$ cat src/rtl/writeback_unit.sv
// Writeback stage: two per-source result FIFOs merged onto one register-file write port,
// with a forwarding bus per source showing the youngest pending result of that source.

module writeback_fifo #(
    parameter int DEPTH = 2
) (
    input  logic        clk,
    input  logic        rst,
    input  logic        push,
    input  logic [4:0]  push_addr,
    input  logic [31:0] push_data,
    input  logic        pop,
    output logic [4:0]  head_addr,
    output logic [31:0] head_data,
    output logic [4:0]  tail_addr,
    output logic [31:0] tail_data,
    output logic        not_empty,
    output logic        full
);
    localparam int PW = $clog2(DEPTH);
    localparam int CW = PW + 1;

    logic [4:0]    addr_mem [DEPTH];
    logic [31:0]   data_mem [DEPTH];
    logic [PW-1:0] wr_ptr;
    logic [PW-1:0] rd_ptr;
    logic [PW-1:0] tail_ptr;
    logic [CW-1:0] count;

    assign not_empty = (count != '0);
    assign full      = (count == CW'(DEPTH));
    assign tail_ptr  = wr_ptr - PW'(1);

    always_ff @(posedge clk) begin
        if (rst) begin
            wr_ptr <= '0;
            rd_ptr <= '0;
            count  <= '0;
        end else begin
            if (push) wr_ptr <= wr_ptr + PW'(1);
            if (pop)  rd_ptr <= rd_ptr + PW'(1);
            if (push && !pop)      count <= count + CW'(1);
            else if (!push && pop) count <= count - CW'(1);
        end
    end

    // Storage needs no reset: nothing is visible unless count says it is valid.
    always_ff @(posedge clk) begin
        if (push) begin
            addr_mem[wr_ptr] <= push_addr;
            data_mem[wr_ptr] <= push_data;
        end
    end

    always_comb begin
        head_addr = '0;
        head_data = '0;
        tail_addr = '0;
        tail_data = '0;
        if (not_empty) begin
            head_addr = addr_mem[rd_ptr];
            head_data = data_mem[rd_ptr];
            tail_addr = addr_mem[tail_ptr];
            tail_data = data_mem[tail_ptr];
        end
    end
endmodule

module writeback_unit #(
    parameter int DEPTH = 2
) (
    input  logic        clk,
    input  logic        rst,
    input  logic        func_valid,
    output logic        func_ready,
    input  logic [4:0]  func_addr,
    input  logic [31:0] func_data,
    input  logic        data_valid,
    output logic        data_ready,
    input  logic [4:0]  data_addr,
    input  logic [31:0] data_data,
    output logic        result_enable,
    output logic [4:0]  result_addr,
    output logic [31:0] result,
    output logic [4:0]  result_addr_func,
    output logic [31:0] result_func,
    output logic [4:0]  result_addr_data,
    output logic [31:0] result_data,
    output logic        idle
);
    logic        func_push, data_push;
    logic        func_pop, data_pop;
    logic        func_ne, data_ne;
    logic        func_full, data_full;
    logic [4:0]  func_head_addr, data_head_addr;
    logic [31:0] func_head_data, data_head_data;
    logic        last;
    logic        contested;
    logic        pick_data;

    // Handshake: a transfer happens at posedge when valid && ready; ready never
    // depends on a same-cycle pop, and register 0 results are accepted but dropped.
    assign func_ready = !rst && !func_full;
    assign data_ready = !rst && !data_full;
    assign func_push  = func_valid && func_ready && (func_addr != 5'd0);
    assign data_push  = data_valid && data_ready && (data_addr != 5'd0);

    // last=1 means data won the most recent contest, so func gets the next one.
    assign contested = func_ne && data_ne;
    assign pick_data = data_ne && (!func_ne || !last);
    assign data_pop  = pick_data;
    assign func_pop  = func_ne && !pick_data;

    always_ff @(posedge clk) begin
        if (rst) begin
            last <= 1'b0;
        end else if (contested) begin
            last <= pick_data;
        end
    end

    always_comb begin
        result_enable = func_ne || data_ne;
        result_addr   = '0;
        result        = '0;
        if (pick_data) begin
            result_addr = data_head_addr;
            result      = data_head_data;
        end else if (func_ne) begin
            result_addr = func_head_addr;
            result      = func_head_data;
        end
    end

    assign idle = !func_ne && !data_ne;

    writeback_fifo #(.DEPTH(DEPTH)) u_func_fifo (
        .clk       (clk),
        .rst       (rst),
        .push      (func_push),
        .push_addr (func_addr),
        .push_data (func_data),
        .pop       (func_pop),
        .head_addr (func_head_addr),
        .head_data (func_head_data),
        .tail_addr (result_addr_func),
        .tail_data (result_func),
        .not_empty (func_ne),
        .full      (func_full)
    );

    writeback_fifo #(.DEPTH(DEPTH)) u_data_fifo (
        .clk       (clk),
        .rst       (rst),
        .push      (data_push),
        .push_addr (data_addr),
        .push_data (data_data),
        .pop       (data_pop),
        .head_addr (data_head_addr),
        .head_data (data_head_data),
        .tail_addr (result_addr_data),
        .tail_data (result_data),
        .not_empty (data_ne),
        .full      (data_full)
    );
endmodule

$ cat config.mk
export PLATFORM = sky130hd
export DESIGN_NAME = writeback_unit
export DESIGN_NICKNAME = d
export VERILOG_FILES = /design/src/rtl/writeback_unit.sv
export SDC_FILE = /design/constraint.sdc
export NUM_CORES = 1
export LEC_CHECK = 0
export ABC_AREA = 1
export BUFFER_PORTS_ARGS = -buffer_cell sky130_fd_sc_hd__buf_2
export CAP_MARGIN = 20
export CORE_AREA = 5 5 130 132
export CTS_CLUSTER_SIZE = 25
export DETAILED_ROUTE_END_ITERATION = 8
export DIE_AREA = 0 0 135 137
export GPL_TIMING_DRIVEN = 0
export PLACE_DENSITY = 0.84
export SETUP_SLACK_MARGIN = 0.5
export SLEW_MARGIN = 15
export SYNTH_ARGS = -nofsm -noshare
export SYNTH_HDL_FRONTEND = slang
export SYNTH_SLANG_ARGS = --single-unit
$ cat constraint.sdc
create_clock -name clk -period 3.5 [get_ports clk]
set_input_delay 0 -clock clk [delete_from_list [all_inputs] [get_ports clk]]
set_output_delay 0 -clock clk [all_outputs]
set_load 0.02 [all_outputs]
==> impl_metrics.yaml, run 1 <==
layout:
  nets: 1076
  layout-area-overhead-vs-synth_pct: 36.63
  antennaDiodeCount: 0
  drive_above_1_share_pct: 31.65
run_status:
  outcome: "finished clean"
grt:
  grt_max_degree: 32
  grt_pass1_vias: 6351
  global_route_wire_length_before_repair_um: 33410
  final_global_route_overflow_total: 0
  grt_util_all_layers_pct: 23.95
  number_of_antenna_violations_at_the_first_check_in_global_routing: 0
routing:
  detail_route.vias_per_cell: 5.234
  first_pass_drt_iterations: 5
  remaining_drc_errors: 0
  detailroute.via_count: 6406
  ant_nets: 0
  wl_per_cell_um: 18.07
  detail_route.iter0.violations: 677
  wl_final_um: 22120
min_path:
  worstHoldPathType: "primary input to flop"
pwr:
  int_power_uw: 4602
  share_clk_of_total_power_pct: 23.2
  powerDensity_nw_per_um2: 796.3
  p_leak_uw: 0.004162
  sequential_cell_fraction_of_total_power_pct: 29.2
  comb_power_share_pct: 47.6
  power.total_uw: 7993
  irDropWorstVdd_v: 0.0003907
  sw_frac_of_total_pct: 42.43
  power_switching_uw: 3391
place:
  port-buffer-count: 192
  post-dp-hpwl_um: 15890
  post-place-ws_ns: 1.586
  final_wtd_congestion: 0.8851
clock_tree:
  cts_htree_levels: 4
  clk_transition_reported_paths_ns: 0.06
  cts_root_buf: "sky130_fd_sc_hd__clkbuf_16"
  post-cts-setup-buffers: 0
  clkSinkCount: 159
  cts-resized-gates: 0
  cts.hold.buffers_added: 75
  cts_max_path_buffers: 2
  cts_tree: "built"
  cts_inserted_buffers: 17
  worstSkewPairLatency_ns: 0.42
worst_setup_path:
  timing.critical_path.required_ns: 3.50
  critical_path.max_fanout: 10
  critPathLaunchType: "flop"
  critPathArrivalTime_ns: 2.14
  path_class: "flop to output pin"
  critical_path_sink_type: "output pin"
synthesis:
  syn_inst: 705
  yosys_most_used_dff: "sky130_fd_sc_hd__edfxtp_1"
  ys_types: 25
  synth-async-reset-ratio_pct: 0
  netlist_area_um2: 7347
  synth_area_leaders: "sky130_fd_sc_hd__edfxtp_1, sky130_fd_sc_hd__o21ai_0, sky130_fd_sc_hd__nand2_1"
  syn-mean-instance-area_um2: 10.42
  netlist.area_leader.share_pct: 60.49
  syn_nets: 785
  yosys.cell_count.top_type: "sky130_fd_sc_hd__edfxtp_1"
  netlist.top_cell.by_area: "sky130_fd_sc_hd__edfxtp_1"
  synth.top_cells.by_count: "sky130_fd_sc_hd__edfxtp_1, sky130_fd_sc_hd__nand2_1, sky130_fd_sc_hd__o21ai_0, sky130_fd_sc_hd__a21oi_1, sky130_fd_sc_hd__inv_1"
  synth-edff-count: 148
  synth-seq-cells: 159
  sequential_fraction_of_the_synthesis_area_pct: 63.49
  yosys_warnings: 0
timing:
  slew-limit-headroom_pct: 63.81
  final_cycle_share_pct: 61.21
  layout_min_cycle_time_ns: 2.142
  post-route-worst-setup-slack_ns: 1.358
  tightest_slew_ns: 0.5416
  max_clock_freq_mhz: 466.8
  hold_slack_ns: 0.02180
  report.final.setup_viol: 0
  timing_hold_violations_final: 0
  grt_setup_unrepaired: "false"
  timing_max_transition_violations_final: 0
  worst_clock_skew_ns: 0.006165
die:
  std_cell_rows: 46
  placeableCoreArea_um2: 15600
  die_x_um: 135
  floorplan.io_pins: 193
  die-area_um2: 18500
  initial_core_utilization_pct: 47.10
  die_h_um: 137
run:
  cap_violations: 0
==> area by class of cell <==
type | instances | area (um2)
buffer | 48 | 257.7
clock buffer | 17 | 425.4
clock inverter | 14 | 167.7
fill | 1186 | 5559
inverter | 62 | 232.7
multi-input combinational | 436 | 2211
sequential | 159 | 4664
tap | 216 | 270.3
timing repair buffer | 272 | 1809
==> layer usage <==
layer,share of wire [%],up-vias,track usage [%]
li1,-,3057,-
met1,41,2974,30.65
met2,48,313,39.94
met3,7.4,62,4.118
met4,3.6,0,11.25
met5,0,-,0
==> metrics by stage <==
step                setup TNS (ns)  instances  area [um2]  utilization, %
global route                     0       1224       10040           64.36
finish                           0       1224       10040           64.36
detailed placement               0       1118        8695           55.74
global placement            -5.386       1113        8583           55.03
CTS                              0       1224       10040           64.36
floorplan                        0        705        7352               -
==> worst max-delay path, stage by stage (launching register included) <==
cell and delay (ns):
sky130_fd_sc_hd__dfxtp_1 0.35, sky130_fd_sc_hd__buf_6 0.14, sky130_fd_sc_hd__inv_1 0.17, sky130_fd_sc_hd__clkbuf_2 0.26
sky130_fd_sc_hd__o21ai_0 0.47, sky130_fd_sc_hd__o22ai_1 0.14, sky130_fd_sc_hd__buf_2 0.19
==> kinds of logic after synthesis <==
| group | count (synthesis) | share of synthesized area (%) |
|---|---|---|
| AOI/OAI and AO/OA | 235 | 17.69 |
| adders and majority gates | 2 | 0.3405 |
| and+or+nand+nor | 199 | 11.80 |
| buffers and inverters | 110 | 6.676 |
| DFF | 159 | 63.49 |
==> flip-flops by register name, indices dropped and copies added (netlist names), 2 cells and up, named ones only <==
register	count
u_data_fifo.count	2
u_data_fifo.addr_mem	10
u_func_fifo.addr_mem	10
u_data_fifo.data_mem	64
u_func_fifo.data_mem	64
u_func_fifo.count	2
==> cell usage in the layout (no fill, tap or decap), types with 5 or more instances in the layout <==
master	count
sky130_fd_sc_hd__buf_2	214
sky130_fd_sc_hd__clkbuf_16	17
sky130_fd_sc_hd__dlygate4sd3_1	75
sky130_fd_sc_hd__or2_0	5
sky130_fd_sc_hd__o22ai_2	10
sky130_fd_sc_hd__nand3_1	7
sky130_fd_sc_hd__nand2_1	125
sky130_fd_sc_hd__o21ai_0	110
sky130_fd_sc_hd__clkbuf_1	14
sky130_fd_sc_hd__edfxtp_1	148
sky130_fd_sc_hd__dfxtp_1	11
sky130_fd_sc_hd__or2_2	34
sky130_fd_sc_hd__inv_2	6
sky130_fd_sc_hd__o22ai_1	27
sky130_fd_sc_hd__nor2_1	23
sky130_fd_sc_hd__clkinvlp_4	5
sky130_fd_sc_hd__inv_1	56
sky130_fd_sc_hd__a21oi_1	80
==> final timing paths <==
path	startpoint	end	slack, ns	depth (start not counted)
worst max register to register	u_data_fifo.count[0]$_SDFFE_PP0P_	u_data_fifo.addr_mem[0][1]$_DFFE_PP_	1.60	7
worst min-delay path	func_valid	u_func_fifo.wr_ptr$_SDFFE_PP0P_	0.02	6
worst max-delay path	flop	result[13]	1.36	6
worst min register to register	u_func_fifo.rd_ptr$_SDFFE_PP0P_	u_func_fifo.rd_ptr$_SDFFE_PP0P_	0.49	2
==> power by group through the flow <==
stage | Combinational (uW) | Sequential [uW] | Clock [uW]
global placement | 3640 | 2370 | 0
detailed placement | 3710 | 2370 | 0
floorplan | 2390 | 2360 | 0
global route | 4080 | 2350 | 1940
finish | 3810 | 2340 | 1850
CTS | 3780 | 2330 | 1880
No activity file was read; power rests on OpenSTA's default activity.
==> run 2, diff against run 1 <==
==> constraint.sdc (replaced) <==
create_clock -name clk -period 1.82 [get_ports clk]
set_input_delay 0 -clock clk [delete_from_list [all_inputs] [get_ports clk]]
set_output_delay 0 -clock clk [all_outputs]
set_load 0.02 [all_outputs]
==> impl_metrics.yaml, run 2 (synthesized netlist as in run 1, its figures left out) <==
run_status:
  outcome: "finished, violations left"
  violations: "setup timing"
routing:
  detailroute.via_count: 7496
  ant_nets: 0
  detail_route.vias_per_cell: 5.815
  detail_route.iter0.violations: 895
  remaining_drc_errors: 0
  wl_per_cell_um: 23.57
  first_pass_drt_iterations: 5
  wl_final_um: 30380
clock_tree:
  cts_max_path_buffers: 2
  clk_transition_reported_paths_ns: 0.06
  cts_root_buf: "sky130_fd_sc_hd__clkbuf_16"
  cts_inserted_buffers: 17
  clkSinkCount: 159
  cts_tree: "built"
  worstSkewPairLatency_ns: 0.44
  cts_htree_levels: 4
die:
  die_h_um: 137
  floorplan.io_pins: 193
  die-area_um2: 18500
  initial_core_utilization_pct: 47.10
  die_x_um: 135
  std_cell_rows: 46
  placeableCoreArea_um2: 15600
pwr:
  power.total_uw: 18910
  int_power_uw: 10800
  sw_frac_of_total_pct: 42.90
  irDropWorstVdd_v: 0.001017
  power_switching_uw: 8113
  share_clk_of_total_power_pct: 17.2
  sequential_cell_fraction_of_total_power_pct: 24.3
  comb_power_share_pct: 58.5
  p_leak_uw: 0.004871
  powerDensity_nw_per_um2: 1555
grt:
  grt_pass1_vias: 6694
  grt_util_all_layers_pct: 26.61
  global_route_wire_length_before_repair_um: 36920
  final_global_route_overflow_total: 0
  number_of_antenna_violations_at_the_first_check_in_global_routing: 2
  grt_max_degree: 20
place:
  placedInstanceArea_um2: 8731
  port-buffer-count: 192
  post-dp-hpwl_um: 15920
  final_wtd_congestion: 0.8267
layout:
  largestRegisters: "u_data_fifo.data_mem (64), u_func_fifo.data_mem (64)"
  design_area_um2: 12160
  drive_above_1_share_pct: 47.43
  layout-area-overhead-vs-synth_pct: 65.50
  nets: 1140
  mostFrequentLayoutCell: "sky130_fd_sc_hd__edfxtp_1"
  multi_input_comb_area_um2: 2958
  sequential_cell_area_um2: 4681
  filler_cell_count: 808
  mostFrequentLayoutCells: "sky130_fd_sc_hd__edfxtp_1, sky130_fd_sc_hd__buf_2, sky130_fd_sc_hd__nand2_1"
timing:
  tightest_slew_ns: 0.4925
  final_cycle_share_pct: 103.3
  hold_slack_ns: 0.1316
  max_clock_freq_mhz: 531.8
  layout_min_cycle_time_ns: 1.880
  grt_setup_unrepaired: "true"
  slew-limit-headroom_pct: 67.10
  worst_clock_skew_ns: 0.01364
  timing_max_transition_violations_final: 0
  report.final.setup_viol: 3
  post-route-worst-setup-slack_ns: -0.06023
  timing_hold_violations_final: 0
worst_setup_path:
  critPathLaunchType: "flop"
  path_class: "flop to output pin"
  critical_path_sink_type: "output pin"
  timing.critical_path.required_ns: 1.82
  critPathArrivalTime_ns: 1.88
  critical_path.max_fanout: 9
min_path:
  worstHoldPathType: "primary input to flop"
run:
  cap_violations: 0
run 2: layout make-up:
| class | instances | area share [%] |
|---|---|---|
| Inverter | 62 | 2.212 |
| Timing Repair inverter | 3 | 0.1955 |
| Multi-Input combinational cell | 437 | 24.33 |
| Antenna cell | 2 | 0.04116 |
| Buffer | 48 | 4.888 |
| Clock buffer | 20 | 3.591 |
| Sequential cell | 159 | 38.50 |
| Clock inverter | 10 | 0.6071 |
| Timing Repair Buffer | 332 | 23.42 |
| Tap cell | 216 | 2.223 |
run 2: path summary, 6_finish.rpt:
path                                                        start                                 to  slack, ns  depth (start not counted)
worst min-delay path                                          rst  u_func_fifo.count[1]$_SDFFE_PP0P_       0.13                          5
worst max register to register                  last$_SDFFE_PP0P_  u_data_fifo.count[1]$_SDFFE_PP0P_       0.08                          9
worst min register to register    u_func_fifo.rd_ptr$_SDFFE_PP0P_    u_func_fifo.rd_ptr$_SDFFE_PP0P_       0.51                          2
worst max-delay path            u_data_fifo.count[1]$_SDFFE_PP0P_                     result_addr[4]      -0.06                          6
run 2: critical path, cell delays in order (launching register included):
cell                      delay (ns)
sky130_fd_sc_hd__dfxtp_4        0.37
sky130_fd_sc_hd__nor2_4         0.22
sky130_fd_sc_hd__o21ai_4        0.13
sky130_fd_sc_hd__buf_6          0.14
sky130_fd_sc_hd__buf_6          0.13
sky130_fd_sc_hd__o22ai_1        0.24
sky130_fd_sc_hd__buf_4          0.21
run 2: layer usage:
layer / GRT usage, % / share of wire, % / vias to the layer above
li1: - / - / 3192
met1: 33.18 / 37 / 3603
met2: 45.36 / 49 / 571
met3: 5.919 / 9.5 / 130
met4: 10.53 / 4.8 / 0
met5: 0 / 0 / -
run 2: through the flow:
step,utilization (%),TNS (ns),setup slack (ns),std cells
after global routing,77.96,-0.5059,-0.1036,1289
final,77.96,-0.06646,-0.06023,1289
after detailed placement,55.98,-23.25,-0.3381,1115
after global placement,55.70,-39.12,-0.5783,1113
after floorplan,-,-4.281,-0.1157,705
after CTS,68.87,0,0.08332,1250
run 2: timing repair:
| action | 4_1_cts | 5_1_grt |
|---|---|---|
| endpoints found under the hold margin | 151 | 0 |
| pin swaps | 6 | 16 |
| resized for setup | 148 | 324 |
| buffers inserted | 20 | 24 |
| gates cloned | 8 | 13 |
| hold buffers | 77 | 0 |
| endpoints found under the setup margin | 265 | 266 |
run 2: power by group through the flow:
stage | registers (uW) | logic (uW) | clock network, uW
floorplan | 4550 | 4730 | 0
global placement | 4570 | 7140 | 0
detailed placement | 4590 | 7260 | 0
CTS | 4520 | 8330 | 3170
global route | 4620 | 11400 | 3390
finish | 4600 | 11100 | 3250
==> run 3, diff against run 2 <==
==> constraint.sdc (replaced) <==
create_clock -name clk -period 1.82 [get_ports clk]
set_input_delay 0.455 -clock clk [delete_from_list [all_inputs] [get_ports clk]]
set_output_delay 0.455 -clock clk [all_outputs]
set_load 0.02 [all_outputs]
==> impl_metrics.yaml, run 3 (synthesized netlist as in run 1, its figures left out) <==
grt:
  grt_use_met1_pct: 34.33
  busiest_layer_in_global_routing: "met2"
  global_route_wire_length_before_repair_um: 37850
  met2_usage_pct: 47.55
  number_of_antenna_violations_at_the_first_check_in_global_routing: 3
  global_route.usage.met3_pct: 5.809
  grt_max_degree: 24
  grt_util_all_layers_pct: 27.70
  grt_pass1_vias: 6744
  final_global_route_overflow_total: 0
timing:
  tightest_slew_ns: 0.4886
  slew-limit-headroom_pct: 67.21
  worst_clock_skew_ns: 0.006101
  max_clock_freq_mhz: 438.7
  post-route-worst-setup-slack_ns: -0.4595
  layout_min_cycle_time_ns: 2.279
  report.final.setup_viol: 116
  timing_hold_violations_final: 0
  setup_total_negative_slack_ns: -31.08
  grt_setup_unrepaired: "true"
  timing_max_transition_violations_final: 0
  final_cycle_share_pct: 125.2
layout:
  mostFrequentLayoutCell: "sky130_fd_sc_hd__edfxtp_1"
  mostFrequentLayoutCells: "sky130_fd_sc_hd__edfxtp_1, sky130_fd_sc_hd__buf_6, sky130_fd_sc_hd__nand2_1"
  design_area_um2: 13610
  utilization_pct: 87.24
  drive_above_1_share_pct: 62.61
  nets: 1079
  layout-area-overhead-vs-synth_pct: 85.20
  largestRegisters: "u_data_fifo.data_mem (64), u_func_fifo.data_mem (64)"
worst_setup_path:
  critical-path-max-stage-delay_ns: 0.34
  critical_path_sink_type: "output pin"
  path_class: "flop to output pin"
  critPathArrivalTime_ns: 1.82
  worst-r2r-setup-slack_ns: -0.11
  critical_path.max_fanout: 6
  critical-path-slowest-cell: "sky130_fd_sc_hd__dfxtp_2"
  crit_path_cell_trace: "buf_8 > or2_2 > o21ai_1 > o22ai_4 > buf_6"
  critPathLaunchType: "flop"
  timing.critical_path.required_ns: 1.36
die:
  placeableCoreArea_um2: 15600
  die_h_um: 137
  floorplan.io_pins: 193
  initial_core_utilization_pct: 47.10
  die-area_um2: 18500
  die_x_um: 135
  std_cell_rows: 46
pwr:
  irDropWorstVdd_v: 0.001214
  power.total_uw: 23240
  powerDensity_nw_per_um2: 1708
  p_leak_uw: 0.005101
clock_tree:
  worstSkewPairLatency_ns: 0.43
  cts_htree_levels: 4
  cts_inserted_buffers: 17
  cts_max_path_buffers: 2
  clk_transition_reported_paths_ns: 0.06
  clkSinkCount: 159
  cts_tree: "built"
  cts_root_buf: "sky130_fd_sc_hd__clkbuf_16"
run_status:
  outcome: "finished, violations left"
  violations: "setup timing"
routing:
  wl_per_cell_um: 25.59
  ant_nets: 0
  detail_route.vias_per_cell: 5.836
  detail_route.iter0.violations: 655
  remaining_drc_errors: 0
  wl_final_um: 31530
  first_pass_drt_iterations: 5
  detailroute.via_count: 7190
place:
  post-dp-hpwl_um: 16870
  final_wtd_congestion: 0.8006
  port-buffer-count: 192
  placedInstanceArea_um2: 10400
min_path:
  worstHoldPathType: "primary input to flop"
run:
  cap_violations: 0
-- run 3: worst max-delay path, delay by kind of cell, from the launching register on --
family | cells | cell delay (ns)
AO/OA/AOI/OAI | 2 | 0.42
flip-flops | 1 | 0.34
buffers and inverters | 2 | 0.31
AND/OR/NAND/NOR | 1 | 0.31
-- run 3: metal layers --
layer	share of wire [%]	routed length, um
met2	51	16110
met4	5.3	1658
met1	36	11320
met3	7.7	2439
met5	0	0
-- run 3: worst paths after layout --
kind,startpoint,to,cells after the start
hold reg to reg,last$_SDFFE_PP0P_,last$_SDFFE_PP0P_,2
hold / removal,data_data[7],u_data_fifo.data_mem[0][7]$_DFFE_PP_,1
setup / recovery,flop,result[31],5
setup reg to reg,u_data_fifo.count[1]$_SDFFE_PP0P_,u_data_fifo.count[1]$_SDFFE_PP0P_,13
-- run 3: layout make-up --
class | instances | area [um2]
diodes | 5 | 12.51
plain buffers | 48 | 810.8
clock buffers | 21 | 440.4
clock inverters | 10 | 116.4
fillers | 658 | 1991
inverters | 62 | 280.3
multi-input cells | 436 | 4151
flip-flops and latches | 159 | 4679
well taps | 216 | 270.3
repair buffers | 273 | 2830
repair inverters | 2 | 15.01
-- run 3: through the flow --
stage / setup slack [ns] / hold WS [ns] / std cells
finish: -0.4595 / 0.2092 / 1232
global route: -0.5182 / 0.1953 / 1230
CTS: -0.3465 / 0.1989 / 1182
detailed placement: -0.6201 / 0.4716 / 1116
global placement: -0.8481 / 0.4608 / 1113
floorplan: -0.1241 / 0.4483 / 705
-- run 3: timing repair --
item	in CTS	in global routing
hold buffers	0	0
gates resized for setup	202	237
buffers inserted	24	28
gates cloned	11	17
pin swaps	12	37
setup endpoints to repair	267	272
-- run 3: power breakdown --
group | switching (uW) | internal, uW
Clock | 1480 | 2010
Sequential | 251 | 4370
Combinational | 8050 | 7080
